===== src/rtl/fft_arith_pkg.sv =====
`default_nettype none
// ============================================================================
//  Module      : fft_arith_pkg
//  Description : Shared constants for the R16 FFT modular arithmetic datapath
//                (field modulus, datapath widths, lookahead group size).
//  Revision    : 1.0 - initial release
// ============================================================================
package fft_arith_pkg;

  // Datapath operand/result width in bits (multiple of the group size).
  localparam int unsigned c_width = 64;

  // Width of the sideband tag carried alongside each operand pair.
  localparam int unsigned c_tag_w = 4;

  // Width of one lookahead group (carry or borrow).
  localparam int unsigned c_group_w = 4;

  // Prime field modulus 2^64 - 2^32 + 1.
  localparam logic [63:0] c_modulus = 64'hFFFFFFFF00000001;

endpackage : fft_arith_pkg
`default_nettype wire


===== src/rtl/mod_sub_pipe_bla4.sv =====
`default_nettype none
// ============================================================================
//  Module      : bla4
//  Description : 4-bit borrow-lookahead subtractor group. Produces a - b - b_in
//                for one nibble plus group borrow generate/propagate so that
//                groups can be chained by the parent.
//  Revision    : 1.0 - initial release
// ============================================================================
module bla4 (
  input  logic [3:0] a,
  input  logic [3:0] b,
  input  logic       b_in,
  output logic [3:0] diff,
  output logic       g_out,
  output logic       p_out
);

  logic [3:0] w_gb;   // bit borrows out regardless of incoming borrow
  logic [3:0] w_pb;   // bit passes an incoming borrow through
  logic [3:0] w_br;   // borrow into each bit position

  assign w_gb = ~a & b;
  assign w_pb = ~(a ^ b);

  // Flat lookahead: every internal borrow is a two-level function of b_in.
  assign w_br[0] = b_in;
  assign w_br[1] = w_gb[0] | (w_pb[0] & b_in);
  assign w_br[2] = w_gb[1] | (w_pb[1] & w_gb[0]) | (w_pb[1] & w_pb[0] & b_in);
  assign w_br[3] = w_gb[2] | (w_pb[2] & w_gb[1]) | (w_pb[2] & w_pb[1] & w_gb[0])
                 | (w_pb[2] & w_pb[1] & w_pb[0] & b_in);

  assign diff  = a ^ b ^ w_br;

  // Group terms let the parent compute the next group's borrow-in directly.
  assign g_out = w_gb[3] | (w_pb[3] & w_gb[2]) | (w_pb[3] & w_pb[2] & w_gb[1])
               | (w_pb[3] & w_pb[2] & w_pb[1] & w_gb[0]);
  assign p_out = &w_pb;

endmodule : bla4
`default_nettype wire


===== src/rtl/mod_sub_pipe_cla4.sv =====
`default_nettype none
// ============================================================================
//  Module      : cla4
//  Description : 4-bit carry-lookahead adder group, as used in the butterfly
//                add path. Produces a + b + c_in for one nibble plus group
//                carry generate/propagate for chaining.
//  Revision    : 1.0 - initial release
// ============================================================================
module cla4 (
  input  logic [3:0] a,
  input  logic [3:0] b,
  input  logic       c_in,
  output logic [3:0] sum,
  output logic       g_out,
  output logic       p_out
);

  logic [3:0] w_g;    // bit generates a carry
  logic [3:0] w_p;    // bit propagates an incoming carry
  logic [3:0] w_c;    // carry into each bit position

  assign w_g = a & b;
  assign w_p = a ^ b;

  assign w_c[0] = c_in;
  assign w_c[1] = w_g[0] | (w_p[0] & c_in);
  assign w_c[2] = w_g[1] | (w_p[1] & w_g[0]) | (w_p[1] & w_p[0] & c_in);
  assign w_c[3] = w_g[2] | (w_p[2] & w_g[1]) | (w_p[2] & w_p[1] & w_g[0])
                | (w_p[2] & w_p[1] & w_p[0] & c_in);

  assign sum   = w_p ^ w_c;

  assign g_out = w_g[3] | (w_p[3] & w_g[2]) | (w_p[3] & w_p[2] & w_g[1])
               | (w_p[3] & w_p[2] & w_p[1] & w_g[0]);
  assign p_out = &w_p;

endmodule : cla4
`default_nettype wire


===== src/rtl/mod_sub_pipe.sv =====
`default_nettype none
// ============================================================================
//  Module      : mod_sub_pipe
//  Description : Two-stage pipelined modular subtractor, diff = (a - b) mod
//                MODULUS, with valid/ready flow control and a sticky
//                out-of-range operand flag. S1 subtracts with chained
//                borrow-lookahead groups; S2 adds MODULUS back on borrow.
//  Revision    : 1.0 - initial release
// ============================================================================
module mod_sub_pipe
  import fft_arith_pkg::*;
#(
  parameter int unsigned       WIDTH   = c_width,
  parameter logic [WIDTH-1:0]  MODULUS = c_modulus,
  parameter int unsigned       TAG_W   = c_tag_w
) (
  input  logic             clk,
  input  logic             rst,
  input  logic             in_valid,
  output logic             in_ready,
  input  logic [WIDTH-1:0] a_in,
  input  logic [WIDTH-1:0] b_in,
  input  logic [TAG_W-1:0] tag_in,
  output logic             out_valid,
  input  logic             out_ready,
  output logic [WIDTH-1:0] diff_out,
  output logic [TAG_W-1:0] tag_out,
  output logic             range_err
);

  localparam int unsigned c_ngroups = WIDTH / c_group_w;

  // --------------------------------------------------------------------------
  // Pipeline state
  // --------------------------------------------------------------------------
  logic             r_s1_valid;
  logic [WIDTH-1:0] r_s1_raw;
  logic             r_s1_borrow;
  logic [TAG_W-1:0] r_s1_tag;

  logic             r_s2_valid;
  logic [WIDTH-1:0] r_s2_diff;
  logic [TAG_W-1:0] r_s2_tag;

  logic             r_range_err;

  // --------------------------------------------------------------------------
  // Flow control: each stage advances when it is empty or its successor does.
  // in_ready depends only on pipeline state and out_ready, never on in_valid.
  // --------------------------------------------------------------------------
  logic w_adv1;
  logic w_adv2;
  logic w_accept;
  logic w_range_bad;

  assign w_adv2      = ~r_s2_valid | out_ready;
  assign w_adv1      = ~r_s1_valid | w_adv2;
  assign w_accept    = in_valid & w_adv1;
  assign w_range_bad = (a_in >= MODULUS) | (b_in >= MODULUS);

  assign in_ready  = w_adv1;
  assign out_valid = r_s2_valid;
  assign diff_out  = r_s2_diff;
  assign tag_out   = r_s2_tag;
  assign range_err = r_range_err;

  // --------------------------------------------------------------------------
  // S1 datapath: a - b through a chain of borrow-lookahead groups. The final
  // group borrow is the only sign information kept; no WIDTH+1-bit result.
  // --------------------------------------------------------------------------
  logic [c_ngroups:0]   w_sub_br;
  logic [c_ngroups-1:0] w_sub_g;
  logic [c_ngroups-1:0] w_sub_p;
  logic [WIDTH-1:0]     w_raw;

  assign w_sub_br[0] = 1'b0;

  for (genvar gi = 0; gi < c_ngroups; gi++) begin : g_sub
    bla4 u_bla4 (
      .a     (a_in[gi*c_group_w +: c_group_w]),
      .b     (b_in[gi*c_group_w +: c_group_w]),
      .b_in  (w_sub_br[gi]),
      .diff  (w_raw[gi*c_group_w +: c_group_w]),
      .g_out (w_sub_g[gi]),
      .p_out (w_sub_p[gi])
    );
    assign w_sub_br[gi+1] = w_sub_g[gi] | (w_sub_p[gi] & w_sub_br[gi]);
  end

  // --------------------------------------------------------------------------
  // S2 datapath: when S1 borrowed, raw holds a - b + 2^WIDTH; adding MODULUS
  // and dropping the carry-out yields a - b + MODULUS.
  // --------------------------------------------------------------------------
  logic [WIDTH-1:0]     w_addend;
  logic [c_ngroups:0]   w_add_c;
  logic [c_ngroups-1:0] w_add_g;
  logic [c_ngroups-1:0] w_add_p;
  logic [WIDTH-1:0]     w_fixed;

  assign w_addend   = r_s1_borrow ? MODULUS : '0;
  assign w_add_c[0] = 1'b0;

  for (genvar gi = 0; gi < c_ngroups; gi++) begin : g_fix
    cla4 u_cla4 (
      .a     (r_s1_raw[gi*c_group_w +: c_group_w]),
      .b     (w_addend[gi*c_group_w +: c_group_w]),
      .c_in  (w_add_c[gi]),
      .sum   (w_fixed[gi*c_group_w +: c_group_w]),
      .g_out (w_add_g[gi]),
      .p_out (w_add_p[gi])
    );
    assign w_add_c[gi+1] = w_add_g[gi] | (w_add_p[gi] & w_add_c[gi]);
  end

  // S1 register: capture raw difference, borrow and tag on acceptance.
  always_ff @(posedge clk) begin
    if (rst) begin
      r_s1_valid  <= 1'b0;
      r_s1_raw    <= '0;
      r_s1_borrow <= 1'b0;
      r_s1_tag    <= '0;
    end else if (w_adv1) begin
      r_s1_valid <= in_valid;
      if (in_valid) begin
        r_s1_raw    <= w_raw;
        r_s1_borrow <= w_sub_br[c_ngroups];
        r_s1_tag    <= tag_in;
      end
    end
  end

  // S2 register: capture corrected result; holds while downstream stalls.
  always_ff @(posedge clk) begin
    if (rst) begin
      r_s2_valid <= 1'b0;
      r_s2_diff  <= '0;
      r_s2_tag   <= '0;
    end else if (w_adv2) begin
      r_s2_valid <= r_s1_valid;
      if (r_s1_valid) begin
        r_s2_diff <= w_fixed;
        r_s2_tag  <= r_s1_tag;
      end
    end
  end

  // Sticky flag for any accepted operand outside [0, MODULUS).
  always_ff @(posedge clk) begin
    if (rst) begin
      r_range_err <= 1'b0;
    end else if (w_accept && w_range_bad) begin
      r_range_err <= 1'b1;
    end
  end

endmodule : mod_sub_pipe
`default_nettype wire


===== config.mk =====
export PLATFORM = sky130hd
export DESIGN_NAME = mod_sub_pipe
export DESIGN_NICKNAME = d
export VERILOG_FILES = /design/src/rtl/fft_arith_pkg.sv /design/src/rtl/mod_sub_pipe_bla4.sv /design/src/rtl/mod_sub_pipe_cla4.sv /design/src/rtl/mod_sub_pipe.sv
export SDC_FILE = /design/constraint.sdc
export NUM_CORES = 1
export LEC_CHECK = 0
export BUFFER_PORTS_ARGS = -buffer_cell sky130_fd_sc_hd__buf_4
export CAP_MARGIN = 20
export CORE_MARGIN = 5
export CORE_UTILIZATION = 40
export CTS_CLUSTER_DIAMETER = 50
export DETAILED_ROUTE_END_ITERATION = 8
export PLACE_DENSITY = 0.63
export SLEW_MARGIN = 40
export SYNTH_ARGS = -nofsm -noshare
export SYNTH_HDL_FRONTEND = slang
export SYNTH_HIERARCHICAL = 1
export SYNTH_SLANG_ARGS = --single-unit

===== constraint.sdc =====
create_clock -name clk -period 8.5 [get_ports clk]
set_input_delay 0 -clock clk [delete_from_list [all_inputs] [get_ports clk]]
set_output_delay 0 -clock clk [all_outputs]
set_load 0.01 [all_outputs]

Yosys cells after proc, flatten, opt, wreduce, memory -nomap -nowiden
Cells that the tools add are included.
W data, S select, Z words.
{ "classes": {"bitwise_logic": 904, "multipliers": 0, "n_lt_le_gt_ge": 2, "muxes": 1, "add_sub_neg": 0, "n_eq_ne": 0, "div": 0, "n_reduce_logical": 32, "shifts": 0} }
{ "ops": {"columns": ["op", "n"], "rows": [
  ["$and A1 B1 Y1", 463],
  ["$or A1 B1 Y1", 311],
  ["$xor A4 B4 Y4", 64],
  ["$ge A64 B64 Y1 const B", 2],
  ["$not A4 Y4", 32],
  ["$and A4 B4 Y4", 31],
  ["$reduce_and A4 Y1", 29],
  ["$mux W64", 1],
  ["$reduce_and A2 Y1", 2],
  ["$and A3 B3 Y3", 1],
  ["$not A1 Y1", 2],
  ["$logic_and A1 B1 Y1", 1]
]} }
{ "word_totals": {"input_bits": 136, "register_bits": 140, "mem_count": 0, "latch_bits": 0, "ramBits": 0, "mem_bits_ro": 0} }

Depth between registers and ports, before layout
Gate-level depths: netlist of run 1.
{ "depth": {"word_depth": 37, "ltp_mapped": 16} }

By module
The synthesis of run 1 kept the hierarchy.
{ "modules_own_cells": {"columns": ["mod", "cells_per_inst", "area_each_um2", "n_inst"], "rows": [
  ["mod_sub_pipe", 720, 5482.8, 1],
  ["bla4", 24, 190.2, 16],
  ["cla4", 22, 182.7, 16]
]} }

Worst setup path after synthesis of run 1
OpenSTA, ideal clock, no wires.
{ "synth_timing": {"path_kind": "register to register", "start": "reg r_s1_borrow", "end": "reg r_s2_diff[60] (netlist: diff_out[60])", "synth_period_minus_slack_ns": 3.862, "required_time_ns": 8.430, "path_buffers": 0, "setup_slack_ns": 4.638, "stages_incl_launch_ff": 15, "setup_time_ns": 0.070, "arrival_ns": 3.792, "path_cell_list": "dfxtp_1 > ha_1 > a21oi_1 > nand2_1 > a21o_1 > a2111o_1 > a31oi_2 > o21ai_2 > a21o_1 > a21o_1 > inv_1 > fa_1 > inv_1 > nand2_1 > a21oi_1"} }
{ "synth_rtl": {"columns": ["element", "line_no", "source"], "rows": [
  ["start, declared", "mod_sub_pipe.sv:38", "logic r_s1_borrow;"],
  ["start signal, assigned", "mod_sub_pipe.sv:126", "r_s1_borrow <= w_sub_br[c_ngroups];"],
  ["$mux W64 (*)", "mod_sub_pipe.sv:100", "assign w_addend = r_s1_borrow ? MODULUS : '0;"],
  ["$xor A4 B4 Y4 or $and A4 B4 Y4 (tied branches)", "mod_sub_pipe_cla4.sv:23, mod_sub_pipe_cla4.sv:22", null],
  ["$and A1 B1 Y1, on equally long branches", "mod_sub_pipe_cla4.sv:33, mod_sub_pipe_cla4.sv:34", null],
  ["$or A1 B1 Y1 (tied with other cells)", "mod_sub_pipe_cla4.sv:33", "assign g_out = w_g[3] | (w_p[3] & w_g[2]) | (w_p[3] & w_p[2] & w_g[1])"],
  ["$or A1 B1 Y1 or $and A1 B1 Y1 (tied branches)", "mod_sub_pipe_cla4.sv:33, mod_sub_pipe_cla4.sv:34", null],
  ["$or A1 B1 Y1 (*)", "mod_sub_pipe_cla4.sv:34", "| (w_p[3] & w_p[2] & w_p[1] & w_g[0]);"],
  ["net w_add_g[10]", "mod_sub_pipe.sv:96", "logic [c_ngroups-1:0] w_add_g;"],
  ["$or A1 B1 Y1 (*)", "mod_sub_pipe.sv:112", "assign w_add_c[gi+1] = w_add_g[gi] | (w_add_p[gi] & w_add_c[gi]);"],
  ["(+4 left out)", null, null],
  ["net w_add_c[13]", "mod_sub_pipe.sv:95", "logic [c_ngroups:0] w_add_c;"],
  ["$and A1 B1 Y1 (*)", "mod_sub_pipe.sv:112", null],
  ["$or A1 B1 Y1 (*)", "mod_sub_pipe.sv:112", null],
  ["net w_add_c[14]", "mod_sub_pipe.sv:95", null],
  ["$and A1 B1 Y1 (*)", "mod_sub_pipe.sv:112", null],
  ["$or A1 B1 Y1 (*)", "mod_sub_pipe.sv:112", null],
  ["net w_add_c[15]", "mod_sub_pipe.sv:95", null],
  ["$xor A4 B4 Y4 (*)", "mod_sub_pipe_cla4.sv:31", "assign sum = w_p ^ w_c;"],
  ["net w_fixed[60]", "mod_sub_pipe.sv:98", "logic [WIDTH-1:0] w_fixed;"],
  ["end signal, assigned", "mod_sub_pipe.sv:141", "r_s2_diff <= w_fixed;"],
  ["end, declared", "mod_sub_pipe.sv:42", "logic [WIDTH-1:0] r_s2_diff;"]
]} }
The timed path passes the listed nets; every way through them passes the cells marked *.
A chain may end at the register's enable or synchronous reset.

Worst setup path after layout of run 1
Ends and elaborated chain as after synthesis.

==> results of run 1 <==
[power by group through the flow]
stage | Clock (mW) | Combinational [mW] | Sequential (mW)
CTS | 0.834 | 0.708 | 0.753
detailed placement | 0 | 0.700 | 0.767
global placement | 0 | 0.689 | 0.766
floorplan | 0 | 0.474 | 0.771
finish | 0.815 | 0.708 | 0.753
global route | 0.863 | 0.801 | 0.760
[layout by cell type (no fill, tap or decap), types with 48 or more instances in the layout]
master     n
xor2_1    48
a21o_1    82
nand3_1   66
xnor2_1   48
ha_1     160
nand4_1   51
dfxtp_1  139
conb_1    51
buf_4    209
nand2_1  309
a21oi_1  175
inv_1    164
[path summary, 6_finish.rpt]
| path | slack, ns | endpoint | start |
|---|---|---|---|
| max reg2reg | 4.71 | diff_out[60] | r_s1_borrow |
| min | 0.03 | r_s1_raw[12] | a_in[12] |
| max | 4.71 | diff_out[60] | r_s1_borrow |
| min reg2reg | 0.45 | diff_out[45] | diff_out[45] |
[repair_timing]
item	CTS	global route
hold buffers	7	0
endpoints found under the hold margin	6	0
setup buffers	0	0
[registers in the layout, indices dropped and copies added (netlist names)]
register	count
r_s1_raw	64
tag_out	4
diff_out	64
range_err	1
r_s1_tag	4
r_s1_valid	1
out_valid	1
r_s1_borrow	1
[layout make-up]
class / instances / area, sq um / area share [%]
multi-input cells: 1150 / 8010 / 56.4
flip-flops and latches: 140 / 2800 / 19.7
well taps: 378 / 473 / 3.33
clock inverters: 15 / 211 / 1.49
inverters: 164 / 616 / 4.33
clock buffers: 17 / 425 / 2.99
repair buffers: 219 / 1670 / 11.8
[routing by layer]
| metal | up-vias | global-route usage, % | share of wire (%) |
|---|---|---|---|
| met5 | - | 0 | 0.13 |
| li1 | 5350 | - | - |
| met2 | 190 | 34.4 | 49 |
| met1 | 4806 | 23.7 | 45 |
| met3 | 37 | 3.31 | 4.3 |
| met4 | 6 | 5.53 | 1.8 |
[per-stage QoR]
stage / power, mW / hold WS [ns]
floorplan: 1.25 / 0.117
global route: 2.42 / 0.0405
finish: 2.28 / 0.0274
detailed placement: 1.47 / 0.238
global placement: 1.46 / 0.235
CTS: 2.29 / 0.00776
[critical path, cell delays in order (launching register included)]
cell	delay (ns)
dfxtp_2	0.44
buf_4	0.45
ha_1	0.38
a21oi_1	0.22
nand2_1	0.09
a21o_1	0.20
a2111o_1	0.39
a31oi_2	0.22
o21ai_2	0.12
a21o_1	0.26
a21o_1	0.23
inv_1	0.07
fa_1	0.40
inv_1	0.06
nand2_1	0.04
a21oi_1	0.13
==> impl_metrics.yaml, run 1 <==
outcome:
  status: "complete, no violations"
global_route:
  globalRouteOverflowTotal: 0
  globalRouteTotalUtil_pct: 19.3
  grt_pass1_vias: 10200
  global_route_wire_length_before_repair_mm: 50.1
  grt_antenna_before_repair: 3
  grt_max_degree: 98
floorplanning:
  initial_core_util_pct: 40.8
  fp.dieArea_sq_um: 32000
  die_y_um: 179
  die_w_um: 179
  core_area_sq_um: 27900
  number_of_standard_cell_rows_in_the_floorplan: 61
  num_io_pins: 207
power:
  comb_power_share_pct: 31.1
  intPower_mw: 1.53
  pwr-share-seq_pct: 33.1
  pwr_density_cell_nw_per_um2: 160
  pwr-share-clk_pct: 35.8
  leak_pwr_nw: 7.28
  max-vdd-ir-drop_uv: 110
  power_switching_share_pct: 32.9
  p_sw_uw: 749
route:
  postRouteWirelength_mm: 31.0
  detail_route.first_pass.iterations: 5
  drc: 0
  ant_nets: 0
  vias: 10400
  avgRoutedWirePerCell_um: 14.9
  drt-vias-per-instance: 4.99
  initialDrtViolationCount: 461
cts:
  tritoncts: "done"
  clkSinkCount: 140
  cts_htree_levels: 4
  ctsLongestPathBuffers: 2
  cts-buffers-inserted: 17
  clock_tree_root: "clkbuf_16"
  clkSlewWorstSetupHoldPaths_ns: 0.07
  worstSkewPairLatency_ns: 0.42
  quantity_of_gates_resized_following_cts: 0
worst_setup_path:
  reg2reg_depth: 15
  critPathRequiredTime_ns: 8.84
  startpoint_type: "register"
  worstSetupEndpointType: "register"
  worst-path-max-fanout: 42
  cp_data_arrival_time_ns: 4.14
  worstSetupPathType: "reg -> reg"
sta:
  finalMaxSlewViolations: 0
  fin_ws_ns: 4.71
  worst_slew_pin_slew_ns: 0.786
  clock_skew_ns: 0.0143
  timing.final.crit_share_pct: 44.6
  setup-tns-final_ns: 0
  fmax_achieved_ghz: 0.264
  final-setup-viol-count: 0
  grt_setup_unrepaired: "no"
  final_period_minus_worst_setup_slack_ns: 3.79
  report.final.hold_viol_count: 0
  slew_headroom_pct: 47.6
job:
  max_cap_viol_count: 0
placed_design:
  port-buffer-count: 206
  detailed_place_hpwl_mm: 24.2
  detailed_place.area_sq_um: 13500
  place_inst: 2044
  pre_cts_slack_ns: 4.74
  globalplace.congestion: 0.931
finish:
  postLayoutCellArea_sq_um: 14200
  fillers: 2772
  layout.nets: 2020
  final-instance-count-excl-fill: 2083
  antenna_cells: 0
  final_core_area_utilization_pct: 50.9
  area_growth_from_synthesis_to_layout_pct: 24.6
  drive_above_1_share_pct: 18.8
synth:
  post_synth_instance_area_sq_um: 11400
  avgSynthCellArea_sq_um: 7.86
  synthesis.instances: 1451
  yosysWarningCount: 6
worst_hold_path:
  hp-class: "in -> reg"
  hold_path_depth: 4
Note: power is estimated with default switching activity, not from simulation.
==> run 2, diff against run 1 <==
Settings changed: PLACE_DENSITY 0.63 to 0.66.
Clock period 8.5 ns to 3.19 ns, I/O delays scaled along.
==> impl_metrics.yaml, run 2 (synthesis gave the netlist of run 1 again) <==
cts:
  worstSkewPairLatency_ns: 0.42
  cts_htree_levels: 4
  clkSinkCount: 140
  clkSlewWorstSetupHoldPaths_ns: 0.07
  cts-buffers-inserted: 17
  clock_tree_root: "clkbuf_16"
  ctsLongestPathBuffers: 2
  tritoncts: "done"
sta:
  final_period_minus_worst_setup_slack_ns: 3.05
  fmax_achieved_ghz: 0.328
  worst_slew_pin_slew_ns: 0.757
  report.final.hold_viol_count: 0
  clock_skew_ns: 0.0114
  setup-tns-final_ns: 0
  grt_setup_unrepaired: "no"
  final-setup-viol-count: 0
  slew_headroom_pct: 49.6
  finalMaxSlewViolations: 0
  timing.final.crit_share_pct: 95.5
worst_setup_path:
  worst-path-max-fanout: 6
  cp_data_arrival_time_ns: 3.39
  worst_stage_delay_on_the_critical_path_ns: 0.41
  startpoint_type: "register"
  r2r_slack_ns: 0.14
  critPathRequiredTime_ns: 3.53
  cp_cell_sequence: "buf_4 > ha_1 > nand3_1 > nand2_1 > a21o_1 > a21oi_2 > o211ai_1 > buf_4 > buf_4 > and2_1 > a21o_1 > a21o_2 > inv_1 > fa_1 > inv_1 > nand2_1 > a21oi_1"
  worstSetupEndpointType: "register"
  critical-path-top-cell-by-count: "buf_4"
  worstSetupPathType: "reg -> reg"
  timing.critical_path.slowest_stage_cell: "fa_1"
floorplanning:
  num_io_pins: 207
  number_of_standard_cell_rows_in_the_floorplan: 61
  core_area_sq_um: 27900
  die_w_um: 179
  initial_core_util_pct: 40.8
  fp.dieArea_sq_um: 32000
  die_y_um: 179
global_route:
  grt_max_degree: 95
  grt_pass1_vias: 10800
  globalRouteTotalUtil_pct: 20.3
  grt_antenna_before_repair: 0
  globalRouteOverflowTotal: 0
  global_route_wire_length_before_repair_mm: 52.8
route:
  vias: 10600
  avgRoutedWirePerCell_um: 15.3
  drt-vias-per-instance: 5.01
  initialDrtViolationCount: 480
  detail_route.first_pass.iterations: 4
  postRouteWirelength_mm: 32.3
  ant_nets: 0
  drc: 0
finish:
  antenna_cells: 0
  area_growth_from_synthesis_to_layout_pct: 27.3
  layout_common_cells: "nand2_1, buf_4, a21oi_1"
  final_common_cell: "nand2_1"
  fillers: 2766
  drive_above_1_share_pct: 20.4
  layout.nets: 2046
power:
  intPower_mw: 4.12
  power_switching_share_pct: 32.8
  pwr_density_cell_nw_per_um2: 422
  max-vdd-ir-drop_uv: 249
  leak_pwr_nw: 7.41
  p_sw_mw: 2.01
  pwr-share-clk_pct: 34.8
  comb_power_share_pct: 32.4
  overall_power_consumption_mw: 6.12
  pwr-share-seq_pct: 32.7
placed_design:
  globalplace.congestion: 0.927
  detailed_place_hpwl_mm: 25.4
  port-buffer-count: 206
outcome:
  status: "complete, no violations"
job:
  max_cap_viol_count: 0
worst_hold_path:
  hp-class: "in -> reg"
## run 2: cell count changes in the layout (fill, tap and decap cells not counted), sizes merged
cell and delta:
buf +26, clkinvlp +5, clkinv -4, inv -2
clkbuf +1
## run 2: per-layer routing
| metal | part of all wire, % | global-route usage, % | wire, um | up-vias |
|---|---|---|---|---|
| met1 | 44 | 24.8 | 14100 | 4923 |
| met3 | 4.2 | 3.37 | 1360 | 41 |
| met4 | 2.6 | 6.81 | 843 | 0 |
| met5 | 0 | 0 | 0 | - |
| li1 | - | - | - | 5408 |
| met2 | 50 | 36.2 | 16000 | 199 |
## run 2: layout make-up
type	instances	area [sq um]	area share [%]
clock inverter	14	194	1.34
multi-input combinational	1150	8060	55.5
timing repair buffer	245	1940	13.3
tap	378	473	3.26
sequential	140	2810	19.3
clock buffer	18	429	2.96
inverter	164	616	4.24
## run 2: through the flow
step / cells / cell area, sq um / hold WS [ns] / worst slack (ns) / utilization [%]
5_1_grt: 2109 / 14500 / 0.0358 / 0.00382 / 52.0
6_report: 2109 / 14500 / 0.0365 / 0.145 / 52.0
3_3_place_gp: 2063 / 13700 / 0.230 / 0.0124 / 49.0
4_1_cts: 2103 / 14400 / 0.0222 / 0.00614 / 51.5
2_1_floorplan: 1501 / 11600 / 0.117 / 0.0270 / -
3_5_place_dp: 2063 / 13700 / 0.244 / -0.0543 / 49.0
## run 2: repair_timing
action / 4_1_cts / 5_1_grt
buffers inserted: 1 / 5
endpoints found under the setup margin: 3 / 8
resized for setup: 0 / 14
pin swaps: 3 / 6
endpoints found under the hold margin: 6 / 0
hold buffers: 7 / 0
## run 2: path summary, 6_finish.rpt
check / startpoint / to / depth (start not counted)
worst max-delay path: r_s1_borrow / diff_out[32] / 17
worst min-delay path: a_in[12] / r_s1_raw[12] / 4
worst max register to register: r_s1_borrow / diff_out[32] / 17
worst min register to register: diff_out[45] / diff_out[45] / 2
## run 2: worst max-delay path, delay by kind of cell (launching register included)
family	cells	cell delay [ns]
AOI/OAI and AO/OA	6	1.04
adders and majority gates	2	0.59
buffers and inverters	5	0.57
and+or+nand+nor	4	0.41
DFF	1	0.37
## run 2: power groups by stage
| stage | Clock [mW] | Combinational, mW | Sequential [mW] |
|---|---|---|---|
| floorplan | 0 | 1.26 | 2.06 |
| global route | 2.26 | 2.24 | 2.02 |
| finish | 2.13 | 1.99 | 2.01 |
| detailed placement | 0 | 1.92 | 2.04 |
| CTS | 2.18 | 1.94 | 2.01 |
| global placement | 0 | 1.89 | 2.04 |
